==> src/rtl/uart_cmd_pkg.sv <==
// Shared types and constants for the UART line-command parser:
// parser states, ASCII byte values and MIG app_cmd opcodes.
`timescale 1ns/1ps
package uart_cmd_pkg;

  typedef enum logic [3:0] {
    S_IDLE,
    S_OPSP,
    S_APRE,
    S_ADDR,
    S_DPRE,
    S_DATA,
    S_TAIL,
    S_ISSUE,
    S_ERR
  } state_t;

  localparam logic [7:0] ASCII_CR   = 8'h0D;
  localparam logic [7:0] ASCII_LF   = 8'h0A;
  localparam logic [7:0] ASCII_SP   = 8'h20;
  localparam logic [7:0] ASCII_W_UC = 8'h57;
  localparam logic [7:0] ASCII_W_LC = 8'h77;
  localparam logic [7:0] ASCII_R_UC = 8'h52;
  localparam logic [7:0] ASCII_R_LC = 8'h72;

  localparam logic [2:0] CMD_WRITE = 3'b000;
  localparam logic [2:0] CMD_READ  = 3'b001;

  function automatic logic is_term(input logic [7:0] b);
    return (b == ASCII_CR) || (b == ASCII_LF);
  endfunction

endpackage

==> src/rtl/hex_nibble_decode.sv <==
// Combinational ASCII hex digit decoder: flags 0-9/a-f/A-F and returns the nibble value.
`timescale 1ns/1ps
module hex_nibble_decode (
  input  logic [7:0] data_in,
  output logic       is_hex,
  output logic [3:0] nibble
);

  always_comb begin
    is_hex = 1'b0;
    nibble = 4'h0;
    if (data_in >= 8'h30 && data_in <= 8'h39) begin
      is_hex = 1'b1;
      nibble = 4'(data_in - 8'h30);
    end else if (data_in >= 8'h41 && data_in <= 8'h46) begin
      is_hex = 1'b1;
      nibble = 4'(data_in - 8'h37);
    end else if (data_in >= 8'h61 && data_in <= 8'h66) begin
      is_hex = 1'b1;
      nibble = 4'(data_in - 8'h57);
    end
  end

endmodule

==> src/rtl/uart_cmd_parser.sv <==
// ASCII line-command parser ("W <addr> <data>" / "R <addr>") emitting MIG-style requests.
// Optional byte echo to a TX stage is enabled by defining UART_CMD_ECHO_EN.
`timescale 1ns/1ps
module uart_cmd_parser
  import uart_cmd_pkg::*;
#(
  parameter int ADDR_W = 29,
  parameter int DATA_W = 256
) (
  input  logic              clk,
  input  logic              rstn,
  input  logic              rx_valid,
  input  logic [7:0]        rx_data,
  output logic              cmd_valid,
  input  logic              cmd_ready,
  output logic [2:0]        cmd_op,
  output logic [ADDR_W-1:0] cmd_addr,
  output logic [DATA_W-1:0] cmd_wdata,
  output logic              err_syntax,
  output logic              rx_overrun,
  output logic              echo_valid,
  input  logic              echo_ready,
  output logic [7:0]        echo_data
);

  localparam int ADDR_DIGITS = (ADDR_W + 3) / 4;
  localparam int DATA_DIGITS = (DATA_W + 3) / 4;
  localparam int MAX_DIGITS  = (ADDR_DIGITS > DATA_DIGITS) ? ADDR_DIGITS : DATA_DIGITS;
  localparam int CNT_W       = $clog2(MAX_DIGITS + 1);

  state_t           state, state_next;
  logic [CNT_W-1:0] digit_cnt;
  logic             is_hex;
  logic [3:0]       nibble;
  logic             is_sp, is_trm;
  logic             start_line, shift_addr, shift_data, cnt_clr;
  logic [2:0]       op_sel;
  logic             enter_err, err_term;

  hex_nibble_decode u_hex (
    .data_in (rx_data),
    .is_hex  (is_hex),
    .nibble  (nibble)
  );

  assign is_sp     = (rx_data == ASCII_SP);
  assign is_trm    = is_term(rx_data);
  assign cmd_valid = (state == S_ISSUE);
  assign enter_err = (state_next == S_ERR) && (state != S_ERR);

  always_ff @(posedge clk or negedge rstn) begin
    if (!rstn) state <= S_IDLE;
    else       state <= state_next;
  end

  always_comb begin
    state_next = state;
    start_line = 1'b0;
    op_sel     = CMD_WRITE;
    shift_addr = 1'b0;
    shift_data = 1'b0;
    cnt_clr    = 1'b0;
    case (state)
      S_IDLE: if (rx_valid) begin
        if (rx_data == ASCII_W_UC || rx_data == ASCII_W_LC) begin
          state_next = S_OPSP;
          start_line = 1'b1;
          op_sel     = CMD_WRITE;
        end else if (rx_data == ASCII_R_UC || rx_data == ASCII_R_LC) begin
          state_next = S_OPSP;
          start_line = 1'b1;
          op_sel     = CMD_READ;
        end else if (!(is_sp || is_trm)) begin
          state_next = S_ERR;
        end
      end
      S_OPSP: if (rx_valid) state_next = is_sp ? S_APRE : S_ERR;
      S_APRE: if (rx_valid) begin
        if (is_hex) begin
          state_next = S_ADDR;
          shift_addr = 1'b1;
        end else if (!is_sp) begin
          state_next = S_ERR;
        end
      end
      S_ADDR: if (rx_valid) begin
        if (is_hex) begin
          if (digit_cnt == CNT_W'(ADDR_DIGITS)) state_next = S_ERR;
          else                                  shift_addr = 1'b1;
        end else if (is_sp) begin
          state_next = (cmd_op == CMD_WRITE) ? S_DPRE : S_TAIL;
          cnt_clr    = 1'b1;
        end else if (is_trm) begin
          state_next = (cmd_op == CMD_READ) ? S_ISSUE : S_ERR;
        end else begin
          state_next = S_ERR;
        end
      end
      S_DPRE: if (rx_valid) begin
        if (is_hex) begin
          state_next = S_DATA;
          shift_data = 1'b1;
        end else if (!is_sp) begin
          state_next = S_ERR;
        end
      end
      S_DATA: if (rx_valid) begin
        if (is_hex) begin
          if (digit_cnt == CNT_W'(DATA_DIGITS)) state_next = S_ERR;
          else                                  shift_data = 1'b1;
        end else if (is_sp) begin
          state_next = S_TAIL;
        end else if (is_trm) begin
          state_next = S_ISSUE;
        end else begin
          state_next = S_ERR;
        end
      end
      S_TAIL: if (rx_valid) begin
        if (is_trm)      state_next = S_ISSUE;
        else if (!is_sp) state_next = S_ERR;
      end
      S_ISSUE: if (cmd_ready) state_next = S_IDLE;
      // A terminator that itself caused the error already ends the line.
      S_ERR: if (err_term || (rx_valid && is_trm)) state_next = S_IDLE;
      default: state_next = S_IDLE;
    endcase
  end

  always_ff @(posedge clk or negedge rstn) begin
    if (!rstn) begin
      cmd_op     <= CMD_WRITE;
      cmd_addr   <= '0;
      cmd_wdata  <= '0;
      digit_cnt  <= '0;
      err_syntax <= 1'b0;
      err_term   <= 1'b0;
      rx_overrun <= 1'b0;
    end else begin
      if (start_line) begin
        cmd_op    <= op_sel;
        cmd_addr  <= '0;
        cmd_wdata <= '0;
        digit_cnt <= '0;
      end else if (shift_addr) begin
        cmd_addr  <= {cmd_addr[ADDR_W-5:0], nibble};
        digit_cnt <= digit_cnt + CNT_W'(1);
      end else if (shift_data) begin
        cmd_wdata <= {cmd_wdata[DATA_W-5:0], nibble};
        digit_cnt <= digit_cnt + CNT_W'(1);
      end else if (cnt_clr) begin
        digit_cnt <= '0;
      end
      err_syntax <= enter_err;
      err_term   <= enter_err && rx_valid && is_trm;
      rx_overrun <= rx_valid && (state == S_ISSUE);
    end
  end

`ifdef UART_CMD_ECHO_EN
  // Newest byte wins: an unacknowledged echo byte is simply overwritten.
  always_ff @(posedge clk or negedge rstn) begin
    if (!rstn) begin
      echo_valid <= 1'b0;
      echo_data  <= 8'h00;
    end else if (rx_valid) begin
      echo_valid <= 1'b1;
      echo_data  <= rx_data;
    end else if (echo_ready) begin
      echo_valid <= 1'b0;
    end
  end
`else
  logic unused_echo_ready;
  assign unused_echo_ready = echo_ready;
  assign echo_valid        = 1'b0;
  assign echo_data         = 8'h00;
`endif

endmodule

==> config.mk <==
export PLATFORM = sky130hd
export DESIGN_NAME = uart_cmd_parser
export DESIGN_NICKNAME = d
export VERILOG_FILES = /design/src/rtl/uart_cmd_pkg.sv /design/src/rtl/hex_nibble_decode.sv /design/src/rtl/uart_cmd_parser.sv
export SDC_FILE = /design/constraint.sdc
export NUM_CORES = 1
export LEC_CHECK = 0
export BUFFER_PORTS_ARGS = -buffer_cell sky130_fd_sc_hd__buf_2
export CORE_MARGIN = 10
export CORE_UTILIZATION = 55
export CTS_BUF_LIST = sky130_fd_sc_hd__clkbuf_4 sky130_fd_sc_hd__clkbuf_8 sky130_fd_sc_hd__clkbuf_16
export CTS_CLUSTER_SIZE = 20
export DETAILED_ROUTE_END_ITERATION = 12
export PLACE_DENSITY = 0.83
export SYNTH_ARGS = -nofsm -noshare
export SYNTH_HDL_FRONTEND = slang
export SYNTH_SLANG_ARGS = --single-unit
==> constraint.sdc <==
create_clock -name clk -period 6.45 [get_ports clk]
set_input_delay 0.645 -clock clk [delete_from_list [all_inputs] [get_ports clk]]
set_output_delay 0.645 -clock clk [all_outputs]
set_load 0.02 [all_outputs]
==> summary.md <==
| Metric | Value |
|---|---|
| Die span in y | 172 um |
| Synthesis warning total | 0 |
| Post-detailed-routing wire length | 34,300 um |
| Worst relative slew slack | 5.38% |
| Final setup violation count | 0 |
| Result of the run | completed |
| Number of pins exceeding their max-slew limit in the final report | 0 |
| GR Overflow Total | 0 |
| Total of hold buffers inserted after clock tree synthesis | 0 |
| Die outline area | 0.0295 sq mm |
| Synth unique cells | between 50 and 60 |
| Power per Cell Area | 254 mW/mm^2 |
| Global placer's final weighted congestion | ~0.9 |
| Setup fix buffers added after clock tree synthesis | 0 |
| Number of global-route vias before repair | 10,000 |
| Pleak | 8.62 nW |
| CP arrival | 3.92 ns |
| I/O pins | 313 |
| Average wire per cell in the routed design | 17.4 um |
| Maximum number of pins on one net before global-route repair | 265 |
| Count of nets left with antenna violations after detail routing | 0 |
| CTS-repair resized insts | 0 |
| Slew at the pin closest to its max-slew limit | about 1.4 ns |
| Clk Latency, worst-skew pair | 0.56 ns |
| Critical R2R Launch | digit_cnt[0]$_DFFE_PN0P_ |
| Period Utilization, post-route | 53.5% |
| Mean number of vias per cell | 5.45 |
| Clock transition at path regs | 0.06 ns |
| Clock tree from TritonCTS | done |
| Number of optimization iterations in the first detailed-route pass | 5 |
| Inserted Clock Buffers | 31 |
| Max Fanout on Critical Path | 96 |
| CTS Root Buffer Type | clkbuf_16 |
| Dpl hpwl | 22,600 um |
| Wire length of the first global-routing pass | 53,300 um |
| Post-layout instance area | ~0.015 sq mm |
| Maximum buffer depth of the clock tree | 3 |
| Critical path endpoint category | flip-flop |
| Netlist Area Pre-Place | 0.0127 sq mm |
| Core Rows | 55 |
| H-tree depth reported by CTS | 1 |
| Area share of fa/ha/maj cells after synthesis | 0.593% |
| Launching element of the worst setup path | digit_cnt[0]$_DFFE_PN0P_ |
| Number of diodes added for antenna fixing | 0 |
| Count of final hold-check violations | 0 |
| Share of post-route cells with drive strength above 1 | between 20% and 30% |
| DRT iter0 DRCs | ~1,200 |
| Max Cap Viol | 0 |
| Multiplexer fraction of the synthesized cell area | less than 1% |
| Chip Width | 172 um |
| Placed standard-cell area | 0.0142 sq mm |
| Path type of the worst setup path | reg2reg |
| Residual DRC count | 0 |
| Compound-gate portion of the synthesized area | 8.18% |
| Post-synthesis async set-or-reset flop share | 100% |
| Number of nets in the layout | 1,680 |
| Core area | 0.0226 sq mm |
| Hold WC Path Type | in2async |
| CTS sink count | 300 |
| Number of buffer cells added on primary ports | 300 |
| Fraction of the yosys area taken by sequential cells | approximately three fifths |
| XOR/XNOR Fraction of Synth Area | less than 1% |
| Starting density of the core | 55.9% |
| Area added between synthesis and finish | 20.4% |
| Min Tclk post-route | 3.45 ns |
| Setup Total Neg Slack | 0 ns |
| DR vias | 10,700 |
| Kind of start point of the critical path | flip-flop |
| Number of instances in the synthesized netlist | 1,421 |
| Post-synthesis average cell area | 8.91 sq um |
| Unrepaired setup endpoints after global routing | false |
| Critical path required time | 6.92 ns |
| Share of synthesized cell area in and, or, nand and nor gates | 26.7% |
| Antenna violations before repair | 0 |
| Combinational family with the most area after synthesis | simple AND/OR/NAND/NOR gates |
| Ys flop type | dfrtp_1 |
| Worst Clk Skew | 0.0218 ns |
| Worst vdd ir | 205 uV |
| Global routing usage summed across all routing layers | 22.1% |
| Total of flip-flops plus latches after synthesis | 300 |
| Number of flops mapped to enable cells by yosys | 0 |
| Fmax | 290 MHz |
[per-stage QoR]
stage / setup slack [ns] / hold slack, ns / power [mW] / std cells / util (%)
5_1_grt: 2.75 / 0.178 / 4.00 / 1971 / 67.3
2_1_floorplan: 4.08 / 0.349 / 2.00 / 1431 / -
3_3_place_gp: 2.92 / 0.465 / 2.05 / 1913 / 62.5
6_report: 3.00 / 0.115 / 3.87 / 1971 / 67.3
4_1_cts: 3.02 / 0.164 / 3.90 / 1971 / 67.3
3_5_place_dp: 2.88 / 0.474 / 2.05 / 1913 / 62.5
[worst max-delay path, cell delays in order, from the launching register on]
cell      delay (ns)
dfrtp_1         0.36
inv_1           0.08
ha_1            0.19
nor4b_2         0.18
a311oi_1        0.55
a21boi_4        0.28
buf_4           0.49
buf_4           0.83
nand2_1         0.16
a21oi_1         0.20
[layer usage]
layer	track usage, %	vias to the layer above	share of wire (%)
met1	29.0	5170	41
met3	7.82	47	11
met2	34.4	414	47
met4	5.03	0	2.0
met5	0	-	0
li1	-	5110	-
[final cells by class]
class	instances	area, sq um
repair buffers	308	1600
multi-input cells	1008	4650
well taps	285	357
flip-flops and latches	300	7510
clock inverters	13	146
clock buffers	45	937
fillers	1777	7400
inverters	12	45.0
[report_power, final]
part / switching, mW / internal [mW]
registers: 0.0118 / 1.89
clock network: 0.726 / 1.12
logic: 0.0861 / 0.0311
[path summary, 6_finish.rpt]
kind	cells after the start	to	slack (ns)
hold / removal	1	cmd_wdata[146]$_DFFE_PN0P_	0.12
setup / recovery	9	cmd_wdata[61]$_DFFE_PN0P_	3.00
hold reg to reg	2	cmd_wdata[253]$_DFFE_PN0P_	0.49
min in group clk	2	cmd_op[0]$_DFFE_PN0P_	0.41
setup reg to reg	9	cmd_wdata[61]$_DFFE_PN0P_	3.00
max in group asynchronous	2	cmd_wdata[7]$_DFFE_PN0P_	4.79
[state kept, by name, summed over array words and instances (netlist names)]
register,flops
err_syntax,1
cmd_wdata,256
cmd_op,1
digit_cnt,7
err_term,1
cmd_addr,29
state,4
rx_overrun,1
[cell usage in the layout (no fill, tap or decap), types with 2 or more instances in the layout]
cell / n
nand2_1: 575
dfrtp_1: 300
buf_2: 299
nand3_1: 173
a21oi_1: 126
clkbuf_16: 31
nor2_1: 14
o21ai_0: 13
inv_1: 12
conb_1: 11
clkbuf_8: 9
clkinv_2: 8
o21ai_1: 7
and3_1: 6
nor3_1: 6
ha_1: 6
buf_4: 6
nor2b_1: 5
a21o_1: 5
clkbuf_4: 5
mux2i_1: 4
nand2b_1: 3
o211ai_1: 3
xnor2_1: 3
o22ai_1: 3
bufinv_16: 3
a32oi_1: 2
o21ba_2: 2
nor4bb_1: 2
and2_1: 2
o31ai_1: 2
a311oi_1: 2
o21ai_4: 2
buf_12: 2
[synth_stat cells (4+ instances only)]
library cell	n	area share, %
nand2_1	576	17
dfrtp_1	300	59
nand3_1	173	6.8
a21oi_1	126	5.0
buf_2	49	1.9
clkbuf_1	29	0.86
buf_1	19	0.56
buf_4	14	0.83
nor2_1	14	0.42
o21ai_0	13	0.51
inv_1	12	0.36
o21ai_1	8	0.32
and3_1	6	0.30
ha_1	6	0.59
nor3_1	6	0.24
a21o_1	5	0.30
nor2b_1	5	0.25
mux2i_1	4	0.32
[kinds of logic (layout without fill, tap and decap cells)]
group / count (synthesis) / in the layout
AOI/OAI and AO/OA: 181 / 181
other: 1 / 11
xor gates and xnor gates: 3 / 3
DFF: 300 / 300
buffers and inverters: 123 / 378
muxes: 5 / 5
and+or+nand+nor: 802 / 802
adders and majority gates: 6 / 6
(Power assumes the default switching activity.)
